[config.mk]
export PLATFORM = sky130hd
export DESIGN_NAME = f_fetch_unit_flat
export DESIGN_NICKNAME = d
export VERILOG_FILES = /design/src/rtl/f_fetch_unit_if.sv /design/src/rtl/f_fetch_unit.sv /design/src/flat_wrapper.sv
export SDC_FILE = /design/constraint.sdc
export NUM_CORES = 1
export LEC_CHECK = 0
export CORE_MARGIN = 2
export CORE_UTILIZATION = 38
export DETAILED_ROUTE_END_ITERATION = 10
export GPL_TIMING_DRIVEN = 0
export PLACE_DENSITY_LB_ADDON = 0.25
export SLEW_MARGIN = 20
export SYNTH_ARGS = -nofsm -noshare
export SYNTH_HDL_FRONTEND = slang
export SYNTH_SLANG_ARGS = --single-unit
[constraint.sdc]
create_clock -name clk -period 4.61 [get_ports clk]
set_input_delay 0.6915 -clock clk [delete_from_list [all_inputs] [get_ports clk]]
set_output_delay 0.6915 -clock clk [all_outputs]
set_load 0.02 [all_outputs]
[src/rtl/f_fetch_unit_if.sv]
`default_nettype none
// ============================================================================
//  Module      : f_fetch_unit_if
//  Description : Bundle of the fetch-unit signals: hazard/redirect inputs,
//                instruction-memory request/response, and the F-stage
//                outputs toward the decode pipeline register.
//                master : the fetch unit's view (drives im_req/im_addr and
//                         the F outputs).
//                slave  : the surrounding environment (hazard unit, decode
//                         redirect logic, instruction memory).
//  Revision    : 1.0  initial release
// ============================================================================
interface f_fetch_unit_if;
   logic        stall;     // decode will not accept F outputs this cycle
   logic        npc_sel;   // branch/jump taken in decode
   logic [31:0] npc;       // redirect target, valid with npc_sel
   logic        im_req;    // instruction-memory read request
   logic [31:0] im_addr;   // instruction-memory read address
   logic        im_ready;  // memory returns data this cycle
   logic [31:0] im_rdata;  // instruction word, valid with im_ready
   logic [31:0] INSTR_F;   // fetched instruction (0 when not valid)
   logic [31:0] PC_F;      // address of INSTR_F
   logic [31:0] PC4_F;     // PC_F + 4
   logic        valid_F;   // F outputs hold a real instruction

   modport master (
      input  stall, npc_sel, npc, im_ready, im_rdata,
      output im_req, im_addr, INSTR_F, PC_F, PC4_F, valid_F
   );

   modport slave (
      output stall, npc_sel, npc, im_ready, im_rdata,
      input  im_req, im_addr, INSTR_F, PC_F, PC4_F, valid_F
   );
endinterface
`default_nettype wire

[src/rtl/f_fetch_unit.sv]
`default_nettype none
// ============================================================================
//  Module      : f_fetch_unit
//  Description : Instruction fetch stage. Issues one instruction-memory read
//                at a time, holds the returned instruction toward decode
//                until it is consumed, and follows branch/jump redirects
//                with a one-instruction delay slot.
//  Ports       : clk    - clock, rising edge
//                reset  - synchronous, active-low
//                bus    - f_fetch_unit_if.master (hazard, redirect,
//                         instruction memory and F-stage outputs)
//  Revision    : 1.0  initial release
// ============================================================================
module f_fetch_unit #(
   parameter logic [31:0] RESET_PC = 32'h0000_3000
) (
   input  wire logic        clk,
   input  wire logic        reset,
   f_fetch_unit_if.master   bus
);

   typedef enum logic [1:0] {
      S_IDLE = 2'd0,
      S_WAIT = 2'd1,
      S_HOLD = 2'd2
   } state_t;

   state_t      state_q,      state_d;
   logic [31:0] pc_q,         pc_d;
   logic        pend_valid_q, pend_valid_d;
   logic [31:0] pend_pc_q,    pend_pc_d;
   logic [31:0] instr_q,      instr_d;
   logic [31:0] pc_f_q,       pc_f_d;
   logic [31:0] pc4_f_q,      pc4_f_d;
   logic        valid_q,      valid_d;
   logic        im_req_q,     im_req_d;
   logic [31:0] im_addr_q,    im_addr_d;

   logic        w_redirect;
   logic [31:0] w_npc_aligned;
   logic [31:0] w_next_pc;

   // A redirect only counts when decode is actually advancing.
   assign w_redirect    = bus.npc_sel && !bus.stall;
   assign w_npc_aligned = bus.npc & 32'hFFFF_FFFC;

   // Address fetched after the held instruction is consumed: a redirect
   // arriving now beats one remembered from an earlier WAIT/IDLE cycle.
   always_comb begin
      w_next_pc = pc_q + 32'd4;
      if (w_redirect) begin
         w_next_pc = w_npc_aligned;
      end else if (pend_valid_q) begin
         w_next_pc = pend_pc_q;
      end
   end

   always_comb begin
      state_d      = state_q;
      pc_d         = pc_q;
      pend_valid_d = pend_valid_q;
      pend_pc_d    = pend_pc_q;
      instr_d      = instr_q;
      pc_f_d       = pc_f_q;
      pc4_f_d      = pc4_f_q;
      valid_d      = valid_q;
      im_req_d     = im_req_q;
      im_addr_d    = im_addr_q;

      case (state_q)
         S_IDLE: begin
            // Redirect seen before the request is issued: the request
            // still goes out and becomes the delay slot.
            if (w_redirect) begin
               pend_valid_d = 1'b1;
               pend_pc_d    = w_npc_aligned;
            end
            state_d   = S_WAIT;
            im_req_d  = 1'b1;
            im_addr_d = pc_q;
         end

         S_WAIT: begin
            // Outstanding request's instruction is the delay slot; the
            // target is parked until that instruction is consumed.
            if (w_redirect) begin
               pend_valid_d = 1'b1;
               pend_pc_d    = w_npc_aligned;
            end
            if (bus.im_ready) begin
               instr_d  = bus.im_rdata;
               pc_f_d   = pc_q;
               pc4_f_d  = pc_q + 32'd4;
               valid_d  = 1'b1;
               im_req_d = 1'b0;
               state_d  = S_HOLD;
            end
         end

         S_HOLD: begin
            if (!bus.stall) begin
               pc_d         = w_next_pc;
               pend_valid_d = 1'b0;
               state_d      = S_WAIT;
               im_req_d     = 1'b1;
               im_addr_d    = w_next_pc;
               valid_d      = 1'b0;
               instr_d      = 32'd0;
            end
         end

         default: begin
            state_d  = S_IDLE;
            im_req_d = 1'b0;
            valid_d  = 1'b0;
            instr_d  = 32'd0;
         end
      endcase
   end

   always_ff @(posedge clk) begin
      if (!reset) begin
         state_q      <= S_IDLE;
         pc_q         <= RESET_PC;
         pend_valid_q <= 1'b0;
         pend_pc_q    <= 32'd0;
         instr_q      <= 32'd0;
         pc_f_q       <= 32'd0;
         pc4_f_q      <= 32'd0;
         valid_q      <= 1'b0;
         im_req_q     <= 1'b0;
         im_addr_q    <= RESET_PC;
      end else begin
         state_q      <= state_d;
         pc_q         <= pc_d;
         pend_valid_q <= pend_valid_d;
         pend_pc_q    <= pend_pc_d;
         instr_q      <= instr_d;
         pc_f_q       <= pc_f_d;
         pc4_f_q      <= pc4_f_d;
         valid_q      <= valid_d;
         im_req_q     <= im_req_d;
         im_addr_q    <= im_addr_d;
      end
   end

   // All outputs come straight from flops, so nothing on the memory
   // response side can reach im_req/im_addr combinationally.
   assign bus.im_req  = im_req_q;
   assign bus.im_addr = im_addr_q;
   assign bus.INSTR_F = instr_q;
   assign bus.PC_F    = pc_f_q;
   assign bus.PC4_F   = pc4_f_q;
   assign bus.valid_F = valid_q;

endmodule
`default_nettype wire

[src/flat_wrapper.sv]
// flat-port wrapper written by rule: the top's interface ports become plain ports
module f_fetch_unit_flat 
#(
   parameter logic [31:0] RESET_PC = 32'h0000_3000
)
  (clk, reset, bus_stall, bus_npc_sel, bus_npc, bus_im_ready, bus_im_rdata, bus_im_req, bus_im_addr, bus_INSTR_F, bus_PC_F, bus_PC4_F, bus_valid_F);
  f_fetch_unit_if bus_i ();
  input  wire logic clk;
  input  wire logic reset;
  input wire logic [$bits(bus_i.stall)-1:0] bus_stall;
  input wire logic [$bits(bus_i.npc_sel)-1:0] bus_npc_sel;
  input wire logic [$bits(bus_i.npc)-1:0] bus_npc;
  input wire logic [$bits(bus_i.im_ready)-1:0] bus_im_ready;
  input wire logic [$bits(bus_i.im_rdata)-1:0] bus_im_rdata;
  output wire logic [$bits(bus_i.im_req)-1:0] bus_im_req;
  output wire logic [$bits(bus_i.im_addr)-1:0] bus_im_addr;
  output wire logic [$bits(bus_i.INSTR_F)-1:0] bus_INSTR_F;
  output wire logic [$bits(bus_i.PC_F)-1:0] bus_PC_F;
  output wire logic [$bits(bus_i.PC4_F)-1:0] bus_PC4_F;
  output wire logic [$bits(bus_i.valid_F)-1:0] bus_valid_F;
  assign bus_i.stall = bus_stall;
  assign bus_i.npc_sel = bus_npc_sel;
  assign bus_i.npc = bus_npc;
  assign bus_i.im_ready = bus_im_ready;
  assign bus_i.im_rdata = bus_im_rdata;
  assign bus_im_req = bus_i.im_req;
  assign bus_im_addr = bus_i.im_addr;
  assign bus_INSTR_F = bus_i.INSTR_F;
  assign bus_PC_F = bus_i.PC_F;
  assign bus_PC4_F = bus_i.PC4_F;
  assign bus_valid_F = bus_i.valid_F;
  f_fetch_unit #(.RESET_PC(RESET_PC)) u_core (.clk(clk), .reset(reset), .bus(bus_i));
endmodule
==> results.ini, run 1 <==
[status]
run_status = complete, no violations

[power]
p_leak_nw = 4.02
vdd_drop_max_mv = 0.234
power_density_nw_per_um2 = 328
total_power_mw = 3.74

[cts]
cts_tree = done
cts_setup_buffers = 0
clock_sinks = 192
postCtsHoldBufs = 0
root_buffer = clkbuf_16
cts_buffers = 17
clock_latency_ps = 430
clock_path_buffers = 2
clk_pin_slew_ps = 70
cts_resized = 0
cts.htree.levels = 4

[synthesis]
syn_nets = 1124
yosysWarnings = 0
synthArstFlopShare_pct = 0
synth_cells = 1054
synth-seq-cells = 192
synth_top_area_share_pct = 44.8
synth_edf_count = 0
yosysSeqAreaShare_pct = 44.8
ys.flop_type = dfxtp_1
synthTopCellsByArea = dfxtp_1 (45%), nand2_1 (8.9%), a21boi_0 (6.0%), o21ai_0 (4.4%), clkbuf_1 (3.5%)
synth_area_um2 = 8580
synth_cell_type_count = 59
synth_top_cell_by_area = dfxtp_1
synth_area_per_cell_um2 = 8.14

[detailed_routing]
drt_iter0_markers = 834
routed_wirelength_mm = 31.2
drc = 0
routed_via_density = 5.57
wl_per_cell_um = 20.0
antenna_left = 0
dr.pass1.iters = 6
vias = 8690

[final_layout]
final_common_cell = nand2_1
nNetsFinal = 1337
design_area_um2 = 11400
final_cell_mix = nand2_1 (203), clkdlybuf4s50_1 (194), dfxtp_1 (192)
n_antenna_cell = 0
area_delta_synth_final_pct = 33.0
drive_gt1_share_pct = 4.22
final_util_pct = 51.9

[global_route]
grt_start_max_net_pins = 17
grt_use_total_pct = 25.8
antenna_found_initial = 1
grt_pass1_wl_mm = 47.2
grt_pass1_vias = 8267
gr-total-overflow = 0

[sta]
fin_crit_ps = 2960
worst_slack_ps = 1650
setup_tns_ps = 0
finalSetupViolCount = 0
rsz0062_at_grt = no
hold_viol = 0
fin_crit_sh_pct = 64.3
drv_slew = 0
fmax_mhz = 337
slew_headroom_pct = 45.6
worst_pin_slew_ps = 816
fin_skew_ps = 11.4

[place]
gp_congestion = 0.959
hpwlAfterDp_mm = 23.4
dp_slack_ps = 1360
postPlaceCellArea_um2 = 10900
port_buffers = 194

[floorplan]
die_y_um = 154
core_um2 = 22000
die_area_um2 = 23800
die_x_um = 154
fp-row-count = 54
boundaryPins = 199
start_util_pct = 39.1

[min_path]
hold_path.class = flip-flop to flip-flop

[setup_path]
cp.required_ps = 4890
critPathCaptureType = flip-flop
max_stage_delay_ps = 620
crit_chain = clkdlybuf4s50_1 > nor3b_1 > clkbuf_1 > clkbuf_1 > buf_1 > a21oi_1
crit_buf_inv = 4
start_kind = input pin
cp_data_arrival_time_ps = 3250
cpMostUsedCell = clkbuf_1
crit_family = buffers and inverters
path_class = input pin to flip-flop
cp_max_fo = 10
slowest_stage = clkdlybuf4s50_1

[run]
drv_cap = 0

[routing by layer]
metal | wire length (µm) | up-vias | track usage, %
met1 | 13100 | 4131 | 33.9
li1 | - | 4074 | -
met2 | 14700 | 420 | 42.2
met5 | 13 | - | 0
met4 | 939 | 2 | 9.48
met3 | 2420 | 63 | 4.93
[cell families (layout without fill, tap and decap cells)]
logic type / Yosys count / in the layout / share of synthesized area, %
XOR/XNOR: 27 / 27 / 2.76
AND/OR/NAND/NOR: 419 / 419 / 23.2
adder cells (fa/ha/maj): 1 / 1 / 0.146
flip-flops: 192 / 192 / 44.8
AO/OA/AOI/OAI: 298 / 298 / 23.1
multiplexers: 7 / 7 / 0.817
buffers and inverters: 110 / 335 / 5.13
[where the power goes]
part / switching (mW) / total (mW) / internal (mW)
Combinational: 0.352 / 0.591 / 0.239
Clock: 0.649 / 1.38 / 0.729
Sequential: 0.0441 / 1.77 / 1.73
Total: 1.05 / 3.74 / 2.69
[area by class of cell]
type	count	area, µm²
Clock buffer	22	474
Sequential cell	192	3840
Timing Repair Buffer	194	1940
Tap cell	280	350
Multi-Input combinational cell	752	4290
Fill cell	2136	10600
Buffer	103	414
Clock inverter	9	61.3
Inverter	7	26.3
[flip-flops by register name (all words and copies together), names as in the netlist]
| signal | count |
|---|---|
| u_core.bus.PC4_F | 32 |
| u_core.bus.INSTR_F | 32 |
| u_core.state_q | 2 |
| u_core.pc_q | 32 |
| u_core.bus.valid_F | 1 |
| u_core.bus.im_addr | 32 |
| u_core.pend_pc_q | 30 |
| u_core.bus.PC_F | 30 |
| u_core.pend_valid_q | 1 |
[tightest hold or removal path, stage by stage (launching register included)]
cell      delay (ps)
dfxtp_1          310
nand2_1           40
a21boi_0          60
[path summary, 6_finish.rpt]
check,startpoint,to,slack (ps),depth (start not counted)
min,u_core.pend_pc_q[10],u_core.pend_pc_q[10],460,2
min reg2reg,u_core.pend_pc_q[10],u_core.pend_pc_q[10],460,2
max reg2reg,u_core.state_q[0],u_core.bus.im_addr[21],1780,7
max,bus_im_ready,u_core.bus.PC4_F[25],1650,6
[per-stage QoR]
stage          hold slack, ps  instances
2_1_floorplan             438       1054
3_3_place_gp              447       1528
3_5_place_dp              454       1528
4_1_cts                   463       1559
5_1_grt                   486       1559
6_report                  460       1559
[cells in the mapped netlist, types with 8 or more instances]
cell type and n:
nor3b_1 20, a21oi_1 49, a31oi_1 11, nand3b_1 8, nor3_1 10, nand4_1 9
nor2b_1 38, nor2_1 57, xor2_1 11, o21ai_0 75, and3_1 9, a22oi_1 31
a21boi_0 69, clkbuf_1 80, o211a_1 11, xnor2_1 16, nand2_1 203, buf_2 12
dfxtp_1 192, nand3_1 40
(Power assumes the default switching activity.)
==> run 2: changes to the inputs <==
clock period = 2.85 ns   (was 4.61 ns; I/O delays follow)
==> results.ini, run 2 (synthesis gave the netlist of run 1 again) <==
[setup_path]
max_stage_delay_ps = 590  ; -30 ps
critPathCaptureType = flip-flop
slowest_stage = dfxtp_1
cp_data_arrival_time_ps = 3040  ; -210 ps
crit_buf_inv = 1  ; -3
cp.required_ps = 3160  ; -1730 ps
crit_chain = ha_1 > and4_4 > nand3_4 > or3_1 > buf_2 > o41a_1 > a211oi_2 > nor3_1
cp_max_fo = 8  ; -2
start_kind = flip-flop
crit_family = simple AND/OR/NAND/NOR gates
path_class = flip-flop to flip-flop

[cts]
cts_tree = done
cts_resized = 0  ; unchanged
root_buffer = clkbuf_16
clock_sinks = 192  ; unchanged
cts_buffers = 17  ; unchanged
cts_setup_buffers = 0  ; unchanged
postCtsHoldBufs = 0  ; unchanged
clk_pin_slew_ps = 70  ; about the same
clock_latency_ps = 430  ; about the same
clock_path_buffers = 2  ; unchanged
cts.htree.levels = 4  ; unchanged

[final_layout]
final_cell_mix = nand2_1 (203), clkdlybuf4s50_1 (194), dfxtp_1 (192)
seqCellArea_um2 = 3840  ; unchanged
drive_gt1_share_pct = 4.30  ; +0.078 points
multi_input_area_um2 = 4290  ; unchanged
nNetsFinal = 1337  ; unchanged
final_common_cell = nand2_1
design_area_um2 = 11400  ; about the same
nFillCells = 2135  ; -0.047%
n_antenna_cell = 0  ; unchanged
final_util_pct = 51.9  ; about the same
fin_cells = 1559  ; unchanged
area_delta_synth_final_pct = 33.0  ; about the same

[sta]
worst_pin_slew_ps = 813  ; -3.68 ps
rsz0062_at_grt = no
setup_tns_ps = 0  ; unchanged
hold_viol = 0  ; unchanged
fmax_mhz = 366
finalSetupViolCount = 0  ; unchanged
drv_slew = 0  ; unchanged
slew_headroom_pct = 45.8  ; +0.25 points
fin_crit_sh_pct = 95.9
fin_crit_ps = 2730
fin_skew_ps = 10.3  ; -1.16 ps

[floorplan]
die_y_um = 154  ; unchanged
core_um2 = 22000  ; unchanged
die_area_um2 = 23800  ; unchanged
boundaryPins = 199  ; unchanged
die_x_um = 154  ; unchanged
fp-row-count = 54  ; unchanged
start_util_pct = 39.1  ; unchanged

[status]
run_status = complete, no violations

[place]
port_buffers = 194  ; unchanged
postPlaceCellArea_um2 = 10900  ; unchanged
hpwlAfterDp_mm = 23.4  ; unchanged
gp_congestion = 0.959  ; unchanged
placedCellCount = 1528  ; unchanged

[global_route]
use_met1_pct = 33.9  ; unchanged
grt_pass1_wl_mm = 47.2  ; unchanged
grt_start_max_net_pins = 17  ; unchanged
gr-total-overflow = 0  ; unchanged
use_met3_pct = 4.93  ; unchanged
top_usage_layer = met2
grt_use_total_pct = 25.8  ; unchanged
grt_pass1_vias = 8267  ; unchanged
antenna_found_initial = 1  ; unchanged
use_met2_pct = 42.2  ; unchanged

[detailed_routing]
routed_via_density = 5.58  ; +0.17%
dr.pass1.iters = 5  ; -1
wl_per_cell_um = 20.0  ; about the same
antenna_left = 0  ; unchanged
drc = 0  ; unchanged
routed_wirelength_mm = 31.2  ; about the same
vias = 8705  ; +0.17%
drt_iter0_markers = 834  ; unchanged

[power]
total_power_mw = 6.05  ; +62%
p_leak_nw = 4.02  ; about the same
power_density_nw_per_um2 = 530  ; +62%
vdd_drop_max_mv = 0.380  ; +62%

[min_path]
hold_path.class = flip-flop to flip-flop

[run]
drv_cap = 0  ; unchanged

run 2: changes by cell type in the layout (fill, tap and decap cells not counted):
cell and change:
clkbuf_1 -1, clkbuf_2 +1
run 2: metal layers:
metal	wire [µm]	share of wire, %	vias up
met2	14700	47	413
met3	2370	7.6	64
li1	-	-	4073
met4	975	3.1	0
met1	13200	42	4155
met5	0	0	-
run 2: final cells by class:
cell class	instances	share of cell area, %
multi-input cells	752	37.6
flip-flops and latches	192	33.7
repair buffers	194	17.0
clock buffers	22	4.16
plain buffers	103	3.64
well taps	280	3.07
clock inverters	9	0.537
inverters	7	0.230
run 2: worst min-delay path, cell delays in order (launching register included):
cell      delay [ps]
dfxtp_1          310
nand2_1           40
a21boi_0          60
run 2: worst paths after layout:
path	start	endpoint	slack [ps]	depth (start not counted)
hold / removal	u_core.pend_pc_q[10]	u_core.pend_pc_q[10]	460	2
setup reg to reg	u_core.pc_q[3]	u_core.bus.im_addr[26]	120	8
hold reg to reg	u_core.pend_pc_q[10]	u_core.pend_pc_q[10]	460	2
setup / recovery	u_core.pc_q[3]	u_core.bus.im_addr[26]	120	8
run 2: stage by stage:
step	hold slack, ps	worst slack, ps
after floorplan	438	667
final	463	116
after CTS	463	148
after global routing	486	20.4
after detailed placement	454	-140
after global placement	447	-86.3
run 2: where the power goes:
part	internal (mW)	leakage (nW)	switching (mW)	total [mW]
clock	1.18	0.250	1.05	2.23
sequential	2.79	1.56	0.0716	2.86
combinational	0.387	2.21	0.570	0.957
total	4.36	4.02	1.69	6.05
==> run 3: changes to the inputs <==
CELL_PAD_IN_SITES_DETAIL_PLACEMENT = 1   (was default)
CELL_PAD_IN_SITES_GLOBAL_PLACEMENT = 2   (was default)
CORE_UTILIZATION = 29   (was 38)
==> results.ini, run 3 (synthesis gave the netlist of run 1 again) <==
[status]
run_status = complete, no violations

[place]
gp_congestion = 0.872  ; -9.0%
hpwlAfterDp_mm = 27.8  ; +19%
dp_slack_ps = -339  ; -198 ps
postPlaceCellArea_um2 = 11000  ; +1.2%
port_buffers = 194  ; unchanged

[sta]
rsz0062_at_grt = no
fmax_mhz = 366  ; +0.14%
fin_crit_sh_pct = 95.8  ; -0.13 points
drv_slew = 0  ; unchanged
fin_crit_ps = 2730  ; -3.74 ps
fin_hold_ws_ps = 466  ; +3.38 ps
slew_headroom_pct = 39.5  ; -6.3 points
setup_tns_ps = 0  ; unchanged
worst_pin_slew_ps = 907  ; +94.4 ps
hold_viol = 0  ; unchanged
worst_slack_ps = 119  ; +3.74 ps
fin_skew_ps = 15.0  ; +4.73 ps
finalSetupViolCount = 0  ; unchanged

[floorplan]
fp-row-count = 62  ; +15%
core_um2 = 28900  ; +32%
start_util_pct = 29.6  ; -9.4 points
die_x_um = 176  ; +14%
die_y_um = 176  ; +14%
boundaryPins = 199  ; unchanged
die_area_um2 = 31000  ; +30%

[final_layout]
n_antenna_cell = 0  ; unchanged
final_cell_mix = nand2_1 (203), clkdlybuf4s50_1 (194), dfxtp_1 (192)
nFillCells = 3422  ; +60%
design_area_um2 = 11600  ; +1.9%
nNetsFinal = 1337  ; unchanged
final_common_cell = nand2_1
drive_gt1_share_pct = 4.77  ; +0.47 points
area_delta_synth_final_pct = 35.5

[global_route]
grt_start_max_net_pins = 21  ; +4
grt_use_total_pct = 23.4  ; -2.3 points
grt_pass1_vias = 8807  ; +6.5%
grt_pass1_wl_mm = 54.5  ; +15%
gr-total-overflow = 0  ; unchanged
antenna_found_initial = 0  ; -1

[detailed_routing]
vias = 8603  ; -1.2%
dr.pass1.iters = 7  ; +2
drt_iter0_markers = 491  ; -41%
routed_wirelength_mm = 36.3  ; +16%
routed_via_density = 5.17  ; -7.4%
antenna_left = 0  ; unchanged
drc = 0  ; unchanged
wl_per_cell_um = 21.8  ; +9.0%

[setup_path]
cp_max_fo = 8  ; unchanged
worstRegToRegCells = 8  ; unchanged
r2r-start = u_core.pc_q[3]
start_kind = flip-flop
path_class = flip-flop to flip-flop
crit_start = u_core.pc_q[3]
cp_data_arrival_time_ps = 3060  ; +20 ps
crit_path_end = u_core.bus.im_addr[26]
critPathCaptureType = flip-flop
reg2reg_slack_ps = 120  ; about the same
regToRegEndpoint = u_core.bus.im_addr[26]
cp.required_ps = 3180  ; +20 ps

[power]
power_density_nw_per_um2 = 552  ; +4.2%
p_leak_nw = 4.08  ; +1.4%
total_power_mw = 6.42  ; +6.1%
vdd_drop_max_mv = 0.335  ; -12%

[cts]
clock_path_buffers = 2  ; unchanged
clock_latency_ps = 460  ; +30 ps
clk_pin_slew_ps = 80  ; about the same
cts_tree = done
cts_buffers = 17  ; unchanged
postCtsHoldBufs = 0  ; unchanged
clock_sinks = 192  ; unchanged
cts.htree.levels = 4  ; unchanged
root_buffer = clkbuf_16

[min_path]
hold_path.class = flip-flop to flip-flop
hold_path_depth = 2  ; unchanged

[run]
drv_cap = 0  ; unchanged

[run 3: per-stage QoR]
stage                     util, %  instances
after CTS                    40.1       1664
after detailed placement     38.0       1632
final                        40.2       1664
after global placement       38.0       1632
after floorplan                 -       1054
after global routing         40.2       1664
[run 3: timing repair]
item                                    CTS  global route
resized for setup                         1             7
endpoints found under the setup margin    1            15
buffers inserted                          0             0
[run 3: layout make-up]
type	count	area [µm²]	area share, %
well taps	384	480	4.13
repair buffers	194	1940	16.7
multi-input cells	752	4290	37.0
clock buffers	17	425	3.66
clock inverters	15	189	1.63
plain buffers	103	419	3.61
inverters	7	26.3	0.226
flip-flops and latches	192	3840	33.1
[run 3: worst max-delay path, cell delays in order (launching register included)]
cell,delay (ps)
dfxtp_1,600
ha_1,370
and4_4,320
nand3_4,120
or3_1,380
buf_2,180
o41a_1,350
a211oi_2,200
nor3_1,80
[run 3: worst min path at each step]
stage	endpoint	slack, ps	start
floorplan	u_core.pend_pc_q[10]	440	u_core.pend_pc_q[10]
global placement	u_core.pend_pc_q[10]	450	u_core.pend_pc_q[10]
detailed placement	u_core.pend_pc_q[24]	460	u_core.pend_pc_q[24]
CTS	u_core.pend_pc_q[24]	470	u_core.pend_pc_q[24]
global route	u_core.pend_pc_q[9]	490	u_core.pend_pc_q[9]
finish	u_core.bus.PC_F[5]	470	u_core.bus.PC_F[5]
[run 3: layer usage]
layer	vias to the layer above	routed length, µm	track usage (%)
met5	-	0	0
li1	4079	-	-
met3	43	1220	3.06
met2	199	17400	39.5
met4	0	854	8.23
met1	4282	16800	30.8
[run 3: power breakdown]
part | internal, mW | switching [mW] | leakage [nW]
Combinational | 0.387 | 0.599 | 2.22
Clock | 1.27 | 1.30 | 0.296
Sequential | 2.79 | 0.0738 | 1.56
